**src/rtl/pattern_pkg.sv**
```systemverilog
// Shared encodings for the pattern packet sequencer: command codes, status codes,
// channel mode/idle levels, control-byte field positions and FSM state types.
package pattern_pkg;

    localparam logic [1:0] CMD_STOP       = 2'b00;
    localparam logic [1:0] CMD_LOAD_START = 2'b01;
    localparam logic [1:0] CMD_LOAD       = 2'b10;
    localparam logic [1:0] CMD_RSVD       = 2'b11;

    localparam logic [1:0] ST_OK      = 2'b00;
    localparam logic [1:0] ST_INVALID = 2'b01;
    localparam logic [1:0] ST_BUSY    = 2'b10;
    localparam logic [1:0] ST_TIMEOUT = 2'b11;

    localparam logic MODE_ONE_SHOT = 1'b0;
    localparam logic MODE_REPEAT   = 1'b1;
    localparam logic IDLE_LOW      = 1'b0;
    localparam logic IDLE_HIGH     = 1'b1;

    localparam int CTRL_CH_MSB   = 7;
    localparam int CTRL_CH_LSB   = 4;
    localparam int CTRL_IDLE_BIT = 3;
    localparam int CTRL_MODE_BIT = 2;
    localparam int CTRL_CMD_MSB  = 1;
    localparam int CTRL_CMD_LSB  = 0;

    // Channel field reported with a timeout, since no control byte was received.
    localparam logic [3:0] CH_TIMEOUT = 4'hF;

    typedef enum logic [2:0] {S_IDLE, S_DECODE, S_LOAD, S_START, S_REPORT} disp_state_e;
    typedef enum logic {A_IDLE, A_WAIT} ack_state_e;

endpackage

```
**src/rtl/pkt_byte_collector.sv**
```systemverilog
// Shifts RX bytes into a packet buffer, hands each complete packet to a hold register,
// and discards a partial packet when the inter-byte gap exceeds the timeout.
module pkt_byte_collector #(
    parameter int PACK_NUM    = 9,
    parameter int TIMEOUT_CLK = 10420,
    parameter int TO_BIT      = 14
) (
    input  logic                  clk,
    input  logic                  rst_n,
    input  logic [7:0]            i_data,
    input  logic                  i_rx_done_tick,
    output logic [PACK_NUM*8-1:0] o_hold,
    output logic                  o_pkt_done,
    output logic                  o_timeout
);

    localparam int PKT_W = PACK_NUM * 8;
    localparam int CNT_W = $clog2(PACK_NUM + 1);

    logic [PKT_W-1:0]  pkt_q;
    logic [PKT_W-1:0]  pkt_d;
    logic [CNT_W-1:0]  cnt_q;
    logic [TO_BIT-1:0] to_q;

    assign pkt_d      = {i_data, pkt_q[PKT_W-1:8]};
    assign o_pkt_done = i_rx_done_tick && (cnt_q == CNT_W'(PACK_NUM - 1));
    // A byte arriving in the expiry cycle wins over the timeout.
    assign o_timeout  = !i_rx_done_tick && (cnt_q != '0) && (to_q == TO_BIT'(TIMEOUT_CLK - 1));

    always_ff @(posedge clk or posedge rst_n) begin
        if (rst_n) begin
            cnt_q <= '0;
            to_q  <= '0;
        end else if (i_rx_done_tick) begin
            to_q  <= '0;
            cnt_q <= o_pkt_done ? '0 : cnt_q + 1'b1;
        end else if (o_timeout) begin
            cnt_q <= '0;
            to_q  <= '0;
        end else if (cnt_q != '0) begin
            to_q <= to_q + 1'b1;
        end
    end

    always_ff @(posedge clk) begin
        if (i_rx_done_tick) pkt_q <= pkt_d;
        if (o_pkt_done)     o_hold <= pkt_d;
    end

endmodule

```
**src/rtl/pattern_packet_sequencer.sv**
```systemverilog
// Decodes 9-byte UART command packets into per-channel pattern loads and start/stop strobes.
// Status echo over UART TX (ACK FSM) is compiled in only when PKT_SEQ_ACK_EN is defined.
module pattern_packet_sequencer
    import pattern_pkg::*;
#(
    parameter int DATA_BIT    = 32,
    parameter int PACK_NUM    = 9,
    parameter int CH_NUM      = 3,
    parameter int TIMEOUT_CLK = 10420,
    parameter int TO_BIT      = 14
) (
    input  logic                clk,
    input  logic                rst_n,
    input  logic [7:0]          i_data,
    input  logic                i_rx_done_tick,
    input  logic [CH_NUM-1:0]   i_busy,
    output logic [DATA_BIT-1:0] o_out_pattern,
    output logic [DATA_BIT-1:0] o_freq_pattern,
    output logic                o_mode,
    output logic                o_idle_level,
    output logic [CH_NUM-1:0]   o_load,
    output logic [CH_NUM-1:0]   o_start,
    output logic [CH_NUM-1:0]   o_stop,
    output logic                o_tx_start,
    output logic [7:0]          o_tx_data,
    input  logic                i_tx_done_tick,
    output logic                o_err_tick,
    output logic                o_ack_ovf
);

    localparam int PKT_W = PACK_NUM * 8;

    logic [PKT_W-1:0] hold;
    logic             pkt_done;
    logic             timeout;

    pkt_byte_collector #(
        .PACK_NUM    (PACK_NUM),
        .TIMEOUT_CLK (TIMEOUT_CLK),
        .TO_BIT      (TO_BIT)
    ) u_collector (
        .clk            (clk),
        .rst_n          (rst_n),
        .i_data         (i_data),
        .i_rx_done_tick (i_rx_done_tick),
        .o_hold         (hold),
        .o_pkt_done     (pkt_done),
        .o_timeout      (timeout)
    );

    function automatic logic [CH_NUM-1:0] ch_onehot(input logic [3:0] c);
        logic [CH_NUM-1:0] r;
        for (int i = 0; i < CH_NUM; i++) r[i] = (32'(c) == i);
        return r;
    endfunction

    logic [7:0]        ctrl;
    logic [3:0]        ch;
    logic [1:0]        cmd;
    logic              ch_ok;
    logic [CH_NUM-1:0] ch_oh;

    assign ctrl  = hold[PKT_W-1 -: 8];
    assign ch    = ctrl[CTRL_CH_MSB:CTRL_CH_LSB];
    assign cmd   = ctrl[CTRL_CMD_MSB:CTRL_CMD_LSB];
    assign ch_ok = 32'(ch) < CH_NUM;
    assign ch_oh = ch_onehot(ch);

    disp_state_e         state_q;
    logic [CH_NUM-1:0]   load_q, start_q, stop_q;
    logic [DATA_BIT-1:0] out_q, freq_q;
    logic                mode_q, idle_q, err_q;
    logic [7:0]          status_q;

    always_ff @(posedge clk or posedge rst_n) begin
        if (rst_n) begin
            state_q  <= S_IDLE;
            load_q   <= '0;
            start_q  <= '0;
            stop_q   <= '0;
            out_q    <= '0;
            freq_q   <= '0;
            mode_q   <= MODE_ONE_SHOT;
            idle_q   <= IDLE_LOW;
            err_q    <= 1'b0;
            status_q <= '0;
        end else begin
            load_q  <= '0;
            start_q <= '0;
            stop_q  <= '0;
            err_q   <= 1'b0;
            case (state_q)
                S_IDLE: begin
                    if (pkt_done) begin
                        state_q <= S_DECODE;
                    end else if (timeout) begin
                        status_q <= {CH_TIMEOUT, 2'b00, ST_TIMEOUT};
                        err_q    <= 1'b1;
                        state_q  <= S_REPORT;
                    end
                end
                S_DECODE: begin
                    state_q <= S_REPORT;
                    if (!ch_ok || cmd == CMD_RSVD) begin
                        status_q <= {ch, 2'b00, ST_INVALID};
                        err_q    <= 1'b1;
                    end else if (cmd == CMD_STOP) begin
                        // Stop is honoured regardless of the channel's busy level.
                        stop_q   <= ch_oh;
                        status_q <= {ch, 2'b00, ST_OK};
                    end else if (|(i_busy & ch_oh)) begin
                        status_q <= {ch, 2'b00, ST_BUSY};
                        err_q    <= 1'b1;
                    end else begin
                        load_q   <= ch_oh;
                        out_q    <= hold[DATA_BIT-1:0];
                        freq_q   <= hold[2*DATA_BIT-1:DATA_BIT];
                        mode_q   <= ctrl[CTRL_MODE_BIT] ? MODE_REPEAT : MODE_ONE_SHOT;
                        idle_q   <= ctrl[CTRL_IDLE_BIT] ? IDLE_HIGH : IDLE_LOW;
                        status_q <= {ch, 2'b00, ST_OK};
                        state_q  <= S_LOAD;
                    end
                end
                S_LOAD: begin
                    case (cmd)
                        CMD_LOAD_START: begin
                            start_q <= ch_oh;
                            state_q <= S_START;
                        end
                        CMD_LOAD: state_q <= S_REPORT;
                        default:  state_q <= S_REPORT;
                    endcase
                end
                S_START:  state_q <= S_REPORT;
                S_REPORT: state_q <= S_IDLE;
                default:  state_q <= S_IDLE;
            endcase
        end
    end

    assign o_out_pattern  = out_q;
    assign o_freq_pattern = freq_q;
    assign o_mode         = mode_q;
    assign o_idle_level   = idle_q;
    assign o_load         = load_q;
    assign o_start        = start_q;
    assign o_stop         = stop_q;
    assign o_err_tick     = err_q;

`ifdef PKT_SEQ_ACK_EN
    ack_state_e ack_q;
    logic       tx_start_q;
    logic [7:0] tx_data_q;
    logic       ovf_q;

    always_ff @(posedge clk or posedge rst_n) begin
        if (rst_n) begin
            ack_q      <= A_IDLE;
            tx_start_q <= 1'b0;
            tx_data_q  <= '0;
            ovf_q      <= 1'b0;
        end else begin
            tx_start_q <= 1'b0;
            case (ack_q)
                A_IDLE: begin
                    if (state_q == S_REPORT) begin
                        tx_data_q  <= status_q;
                        tx_start_q <= 1'b1;
                        ack_q      <= A_WAIT;
                    end
                end
                A_WAIT: begin
                    // A status arriving while the previous byte is still in flight is lost.
                    if (state_q == S_REPORT) ovf_q <= 1'b1;
                    if (i_tx_done_tick)      ack_q <= A_IDLE;
                end
                default: ack_q <= A_IDLE;
            endcase
        end
    end

    assign o_tx_start = tx_start_q;
    assign o_tx_data  = tx_data_q;
    assign o_ack_ovf  = ovf_q;
`else
    logic unused_ack;
    assign unused_ack = i_tx_done_tick ^ (^status_q);

    assign o_tx_start = 1'b0;
    assign o_tx_data  = 8'h00;
    assign o_ack_ovf  = 1'b0;
`endif

endmodule

```
**config.mk**
```make
export PLATFORM = sky130hd
export DESIGN_NAME = pattern_packet_sequencer
export DESIGN_NICKNAME = d
export VERILOG_FILES = /design/src/rtl/pattern_pkg.sv /design/src/rtl/pkt_byte_collector.sv /design/src/rtl/pattern_packet_sequencer.sv
export SDC_FILE = /design/constraint.sdc
export NUM_CORES = 1
export LEC_CHECK = 0
export ABC_CLOCK_PERIOD_IN_PS = 5100
export CORE_MARGIN = 2
export CORE_UTILIZATION = 55
export CTS_CLUSTER_SIZE = 40
export DETAILED_ROUTE_END_ITERATION = 12
export HOLD_SLACK_MARGIN = 0.08
export PLACE_DENSITY = 0.84
export SKIP_CTS_REPAIR_TIMING = 1
export SLEW_MARGIN = 20
export SYNTH_ARGS = -nofsm -noshare
export SYNTH_HDL_FRONTEND = slang
export SYNTH_SLANG_ARGS = --single-unit
```
**constraint.sdc**
```tcl
create_clock -name clk -period 5.1 [get_ports clk]
set_clock_uncertainty 0.2 [all_clocks]
set_input_delay 1.275 -clock clk [delete_from_list [all_inputs] [get_ports clk]]
set_output_delay 1.275 -clock clk [all_outputs]
set_load 0.1 [all_outputs]
```
Word-level counts from Yosys, hierarchy flattened
Index checks and enable logic that the tools add are counted.
{"block": "totals", "elab_cells": 74, "out_inout_bits": 86, "inputBits": 15, "reg_bits": 241}
{"block": "op_classes", "order_cmp": 1, "n_bitwise": 4, "n_mux": 30, "n_eq_ne": 10, "add_sub_neg": 2, "reduce_logical": 14}
{"operator": "3-bit 2-to-1 mux", "count": 15}
{"operator": "14-bit 2-to-1 mux", "count": 3}
{"operator": "14-bit by 1-bit adder with 14-bit output (second input constant)", "count": 1}
{"operator": "14-bit equality test (second input constant)", "count": 1}
{"operator": "4-bit 2-to-1 mux", "count": 3}
{"operator": "3-bit one-hot mux with 4 select lines", "count": 1}
{"operator": "1-bit 2-to-1 mux", "count": 7}
{"operator": "3-bit by 2-bit equality test with 1-bit output (second input constant)", "count": 2}
{"operator": "4-bit by 1-bit adder with 4-bit output (second input constant)", "count": 1}
{"operator": "4-bit by 1-bit equality test with 1-bit output (second input constant)", "count": 1}
{"operator": "4-bit by 2-bit equality test with 1-bit output (second input constant)", "count": 1}
{"operator": "4-bit equality test (second input constant)", "count": 1}
{"operator": "4-bit logical NOT", "count": 1}
{"operator": "4-bit by 2-bit less-than comparator with 1-bit output (second input constant)", "count": 1}
{"operator": "4-bit AND reduction", "count": 1}
{"operator": "4-bit nonzero test", "count": 1}
{"operator": "3-bit AND", "count": 1}
{"operator": "3-bit by 1-bit equality test with 1-bit output (second input constant)", "count": 1}
{"operator": "1-bit logical AND", "count": 3}
{"operator": "3-bit logical NOT", "count": 1}
{"operator": "3-bit by 2-bit inequality test with 1-bit output (second input constant)", "count": 1}
{"operator": "1-bit NOT", "count": 3}
{"operator": "3-bit nonzero test", "count": 1}
{"operator": "3-bit OR reduction", "count": 1}
{"operator": "7 further kinds", "count": 8}

Depth between registers and ports, before layout
{"block": "logic_depth", "ltp_word": 7, "ltp_mapped": 8}

Modules after synthesis
From an unflattened synthesis, not the netlist that was laid out.
{"block": "hier_totals", "cells_unflattened": 455, "hier_area_um2": 8339.2}
{"module": "pkt_byte_collector", "area_each_um2": 5106.1, "seq_area_each_um2": 4534.3, "cells_per_inst": 246, "instances": 1}
{"module": "pattern_packet_sequencer", "area_each_um2": 3233.1, "seq_area_each_um2": 1976.9, "cells_per_inst": 209, "instances": 1}

Worst setup path before layout
OpenSTA, ideal clock, no wires.
{"block": "synth_timing", "path_kind": "input to register", "startpoint": "in i_rx_done_tick", "endpoint": "reg u_collector.o_hold[0], enable pin", "path_stages": 2, "required_time_ns": 4.396, "setup_time_ns": 0.504, "path_slack_ns": -0.028, "path_buffers": 0, "t_arrival_ns": 4.424, "cell_sequence": "inv_1 nor2_1"}
{"block": "synth_between", "elab_chain_cells": 1}
{"item": "start: declaration", "line": "pattern_packet_sequencer.sv:15", "source": "input logic i_rx_done_tick,"}
{"item": "1-bit logical AND", "line": "pkt_byte_collector.sv:26", "source": "assign o_pkt_done = i_rx_done_tick && (cnt_q == CNT_W'(PACK_NUM - 1));"}
{"item": "net pkt_done", "line": "pattern_packet_sequencer.sv:34", "source": "logic pkt_done;"}
{"item": "end signal: assignment", "line": "pkt_byte_collector.sv:47", "source": "if (o_pkt_done) o_hold <= pkt_d;"}
{"item": "end: declaration", "line": "pkt_byte_collector.sv:12", "source": "output logic [PACK_NUM*8-1:0] o_hold,"}
The timed path passes the listed nets, and every way through them passes these cells.
A chain may end at the register's enable or synchronous reset.

Worst setup path after layout
{"block": "layout_timing", "startpoint": "reg freq_q[4], in the netlist o_freq_pattern[4]", "endpoint": "out o_freq_pattern[4]"}
{"item": "start: declaration", "line": "pattern_packet_sequencer.sv:71", "source": "logic [DATA_BIT-1:0] out_q, freq_q;"}
{"item": "start signal: assignment", "line": "pattern_packet_sequencer.sv:117", "source": "freq_q <= hold[2*DATA_BIT-1:DATA_BIT];"}
{"item": "end: declaration", "line": "pattern_packet_sequencer.sv:18", "source": "output logic [DATA_BIT-1:0] o_freq_pattern,"}
No word-level cell between the ends.

==> impl_metrics.py <==
metrics = {
    "global_routing": {
        "grt_first_pass_wirelength_um": 22560,
        "grt_antenna_before_repair": 0,
        "maximum_number_of_pins_on_one_net_before_global_route_repair": 69,
        "globalRouteTotalUtil_pct": 17.49,
        "globalRouteOverflowTotal": 0,
        "first_global_vias": 4344,
    },
    "synth": {
        "synth_enable_flop_cells": 136,
        "ys_dominant_reg_cell": "sky130_fd_sc_hd__edfxtp_1",
        "post_synth_instance_area_sq_um": 8413,
        "synth_compound_gate_area_share_pct": 2.766,
        "yosys-mux-area-fraction_pct": 10.86,
        "synth_sequential_area_ratio_pct": 77.39,
        "main_combinational_cell_family_by_area_after_synthesis": "multiplexers",
        "syn_inst": 444,
        "ys_warn_count": 0,
        "ys_ff_latch": 233,
        "postSynthAreaPerCell_sq_um": 18.95,
        "synthDistinctLibCells": 50,
        "synthArstFlopShare_pct": 41.63,
        "yosys.area_share.adder_pct": 0.4462,
        "synth_simple_gate_area_share_pct": 4.789,
        "parity_gate_share_of_the_synthesized_area_counting_xor_and_xnor_cells_pct": 1.041,
    },
    "final_layout": {
        "antenna_cells": 0,
        "nNetsFinal": 571,
        "seq_area_sq_um": 6511,
        "multi_input_area_sq_um": 1724,
        "fillerInstances": 949,
        "final_common_cell": "sky130_fd_sc_hd__edfxtp_1",
        "drive_gt1_share_pct": 23.64,
        "area_growth_pct": 22.23,
        "highest_count_cells_in_the_layout_ignoring_fill_and_taps": "sky130_fd_sc_hd__edfxtp_1 (136), sky130_fd_sc_hd__dfrtp_1 (97), sky130_fd_sc_hd__clkdlybuf4s50_1 (88), sky130_fd_sc_hd__mux2_4 (40), sky130_fd_sc_hd__mux2_2 (26)",
        "stdcell_area_sq_um": 10280,
    },
    "timing": {
        "finalHoldViolCount": 0,
        "rsz0062_at_grt": "false",
        "worst_pin_slew_ns": 1.028,
        "timing_max_transition_violations_final": 0,
        "layout_worst_path_cycle_share_pct": 69.06,
        "clock.fmax_ghz": 0.2839,
        "timing.final.setup_violations": 0,
        "final_tns_setup_ns": 0,
        "max_slew_margin_vs_limit_pct": 31.26,
        "timing.final.crit_period_ns": 3.522,
    },
    "setup_path": {
        "worst_path_dominant_cell_family": "buffers and inverters",
        "ff2ff_path_depth": 5,
        "setup.worst_path.class": "flop to primary output",
        "timing.critical_path.required_ns": 3.62,
        "crit_arrival_ns": 2.05,
        "cpMaxStageDelayCell": "sky130_fd_sc_hd__clkdlybuf4s50_1",
        "r2r_end": "u_collector.o_hold[55]",
        "worstPathBufferInverterCount": 1,
        "r2r_slack_ns": 2.51,
        "worstPathMaxFanout": 2,
        "setup.worst_path.start_class": "flop",
        "cpPeakStageDelay_ns": 1.15,
        "regToRegStartpoint": "u_collector.cnt_q[0]",
        "nature_of_the_critical_path_endpoint": "primary output",
        "timing.critical_path.cells": "clkdlybuf4s50_1",
    },
    "pwr": {
        "power.density_cell_area_nw_per_um2": 468.2,
        "p_sw_uw": 1374,
        "sequentialPowerShare_pct": 46.3,
        "vdd_ir_drop_max_uv": 347.1,
        "internal_power_uw": 3440,
        "power_frac_comb_pct": 17.1,
        "clockPowerShare_pct": 36.7,
        "design_power_total_uw": 4815,
        "p_sw_share_pct": 28.54,
        "static-leakage-power_uw": 0.004048,
    },
    "routing": {
        "detail_route.first_pass.iterations": 4,
        "routed-via-count": 4107,
        "route.detailed.wl_per_inst_um": 18.51,
        "detail_route.iter0.violations": 267,
        "wirelength_um": 14050,
        "detail_route.vias_per_cell": 5.411,
        "post-route-drc-count": 0,
        "drt.antenna.violating_nets": 0,
    },
    "clocking": {
        "cts_tree": "done",
        "cts.path.max_buffers": 3,
        "clk_pin_slew_worst_paths_ns": 0.06,
        "cts_htree_levels": 1,
        "cts-buffers-inserted": 24,
        "worstSkewPairLatency_ns": 0.50,
        "cts.root.buffer_cell": "sky130_fd_sc_hd__clkbuf_16",
        "clock-sinks": 233,
    },
    "hold_path": {
        "hold-path-cell-count": 0,
        "hold_end": "u_collector.o_hold[2]",
        "hold_path.class": "flop to flop",
        "min-delay-start": "u_collector.pkt_q[10]",
    },
    "flow_run": {
        "max-cap-violations": 0,
    },
    "floorplan": {
        "ioPinCount": 101,
        "dieArea_sq_um": 16300,
        "chipWidth_um": 127.7,
        "initial_utilization_pct": 55.75,
        "floorplan.die.height_um": 127.7,
        "core_region_area_sq_um": 15090,
        "fp-row-count": 45,
    },
    "placed_design": {
        "gp_congestion": 0.7658,
        "placement.cell_area_sq_um": 9454,
        "portBuffers": 89,
        "place.detailed.hpwl_um": 8459,
    },
    "status": {
        "outcome": "complete, no violations",
    },
}
==> registers in the layout, indices dropped and copies added, names as in the netlist <==
signal / cells
o_stop: 3
o_freq_pattern: 32
o_out_pattern: 32
u_collector.o_hold: 72
o_load: 3
o_start: 3
u_collector.to_q: 14
o_err_tick: 1
o_idle_level: 1
u_collector.cnt_q: 4
u_collector.pkt_q: 64
o_mode: 1
state_q: 3
==> layer usage <==
layer	share of wire, %	routed length, um	track usage, %	vias up
met4	2.1	302	5.624	0
met1	44	6134	23.31	2114
met3	4.9	683	3.965	29
met2	49	6927	29.03	114
met5	0	0	0	-
li1	-	-	-	1850
==> how the worst max path moves through the flow <==
stage                      startpoint           endpoint  slack, ns  depth (start not counted)
global placement            i_busy[2]   o_out_pattern[1]       1.67                          6
global route        o_freq_pattern[4]  o_freq_pattern[4]       1.53                          1
CTS                 o_freq_pattern[4]  o_freq_pattern[4]       1.55                          1
finish              o_freq_pattern[4]  o_freq_pattern[4]       1.58                          1
floorplan                       rst_n         o_err_tick       1.09                          1
detailed placement          i_busy[2]   o_out_pattern[3]       1.61                          6
==> power groups by stage <==
stage	Combinational (uW)	Sequential, uW	Clock (uW)
global route	856	2240	1870
CTS	825	2230	1790
floorplan	238	2650	0
detailed placement	819	2260	0
global placement	797	2250	0
finish	822	2230	1770
==> final cells by class <==
| type | instances | area share [%] |
|---|---|---|
| well taps | 188 | 2.287 |
| flip-flops and latches | 233 | 63.32 |
| multi-input cells | 191 | 16.77 |
| clock inverters | 13 | 1.363 |
| repair buffers | 95 | 9.356 |
| inverters | 8 | 0.3163 |
| clock buffers | 31 | 6.594 |
==> cell families (layout without fill, tap and decap cells) <==
kind of cell	Yosys count	in the layout
muxes	68	68
DFF	233	233
xor gates and xnor gates	10	10
AOI/OAI and AO/OA	30	30
other	1	10
adders and majority gates	3	3
buffers and inverters	29	147
and+or+nand+nor	70	70
==> synthesized netlist by cell type, types with 7 or more instances <==
cell type,count,area share (%)
sky130_fd_sc_hd__edfxtp_1,136,49
sky130_fd_sc_hd__dfrtp_1,97,29
sky130_fd_sc_hd__mux2_4,40,7.1
sky130_fd_sc_hd__mux2_2,26,3.5
sky130_fd_sc_hd__nor2_1,13,0.58
sky130_fd_sc_hd__buf_4,12,1.1
sky130_fd_sc_hd__nand2_1,12,0.54
sky130_fd_sc_hd__nor2_2,10,0.74
sky130_fd_sc_hd__o21ai_0,9,0.54
sky130_fd_sc_hd__inv_1,8,0.36
sky130_fd_sc_hd__xor2_1,8,0.83
sky130_fd_sc_hd__a21oi_1,7,0.42
==> through the flow <==
| step | setup slack, ns | utilization (%) | hold WS (ns) | instances |
|---|---|---|---|---|
| 6_report | 1.578 | 68.15 | 0.2214 | 759 |
| 2_1_floorplan | 1.091 | - | 0.2003 | 453 |
| 3_3_place_gp | 1.668 | 62.65 | 0.2004 | 714 |
| 4_1_cts | 1.550 | 68.08 | 0.2216 | 758 |
| 5_1_grt | 1.528 | 68.15 | 0.2220 | 759 |
| 3_5_place_dp | 1.606 | 62.65 | 0.2071 | 714 |
Note: power is estimated with default switching activity, not from simulation.
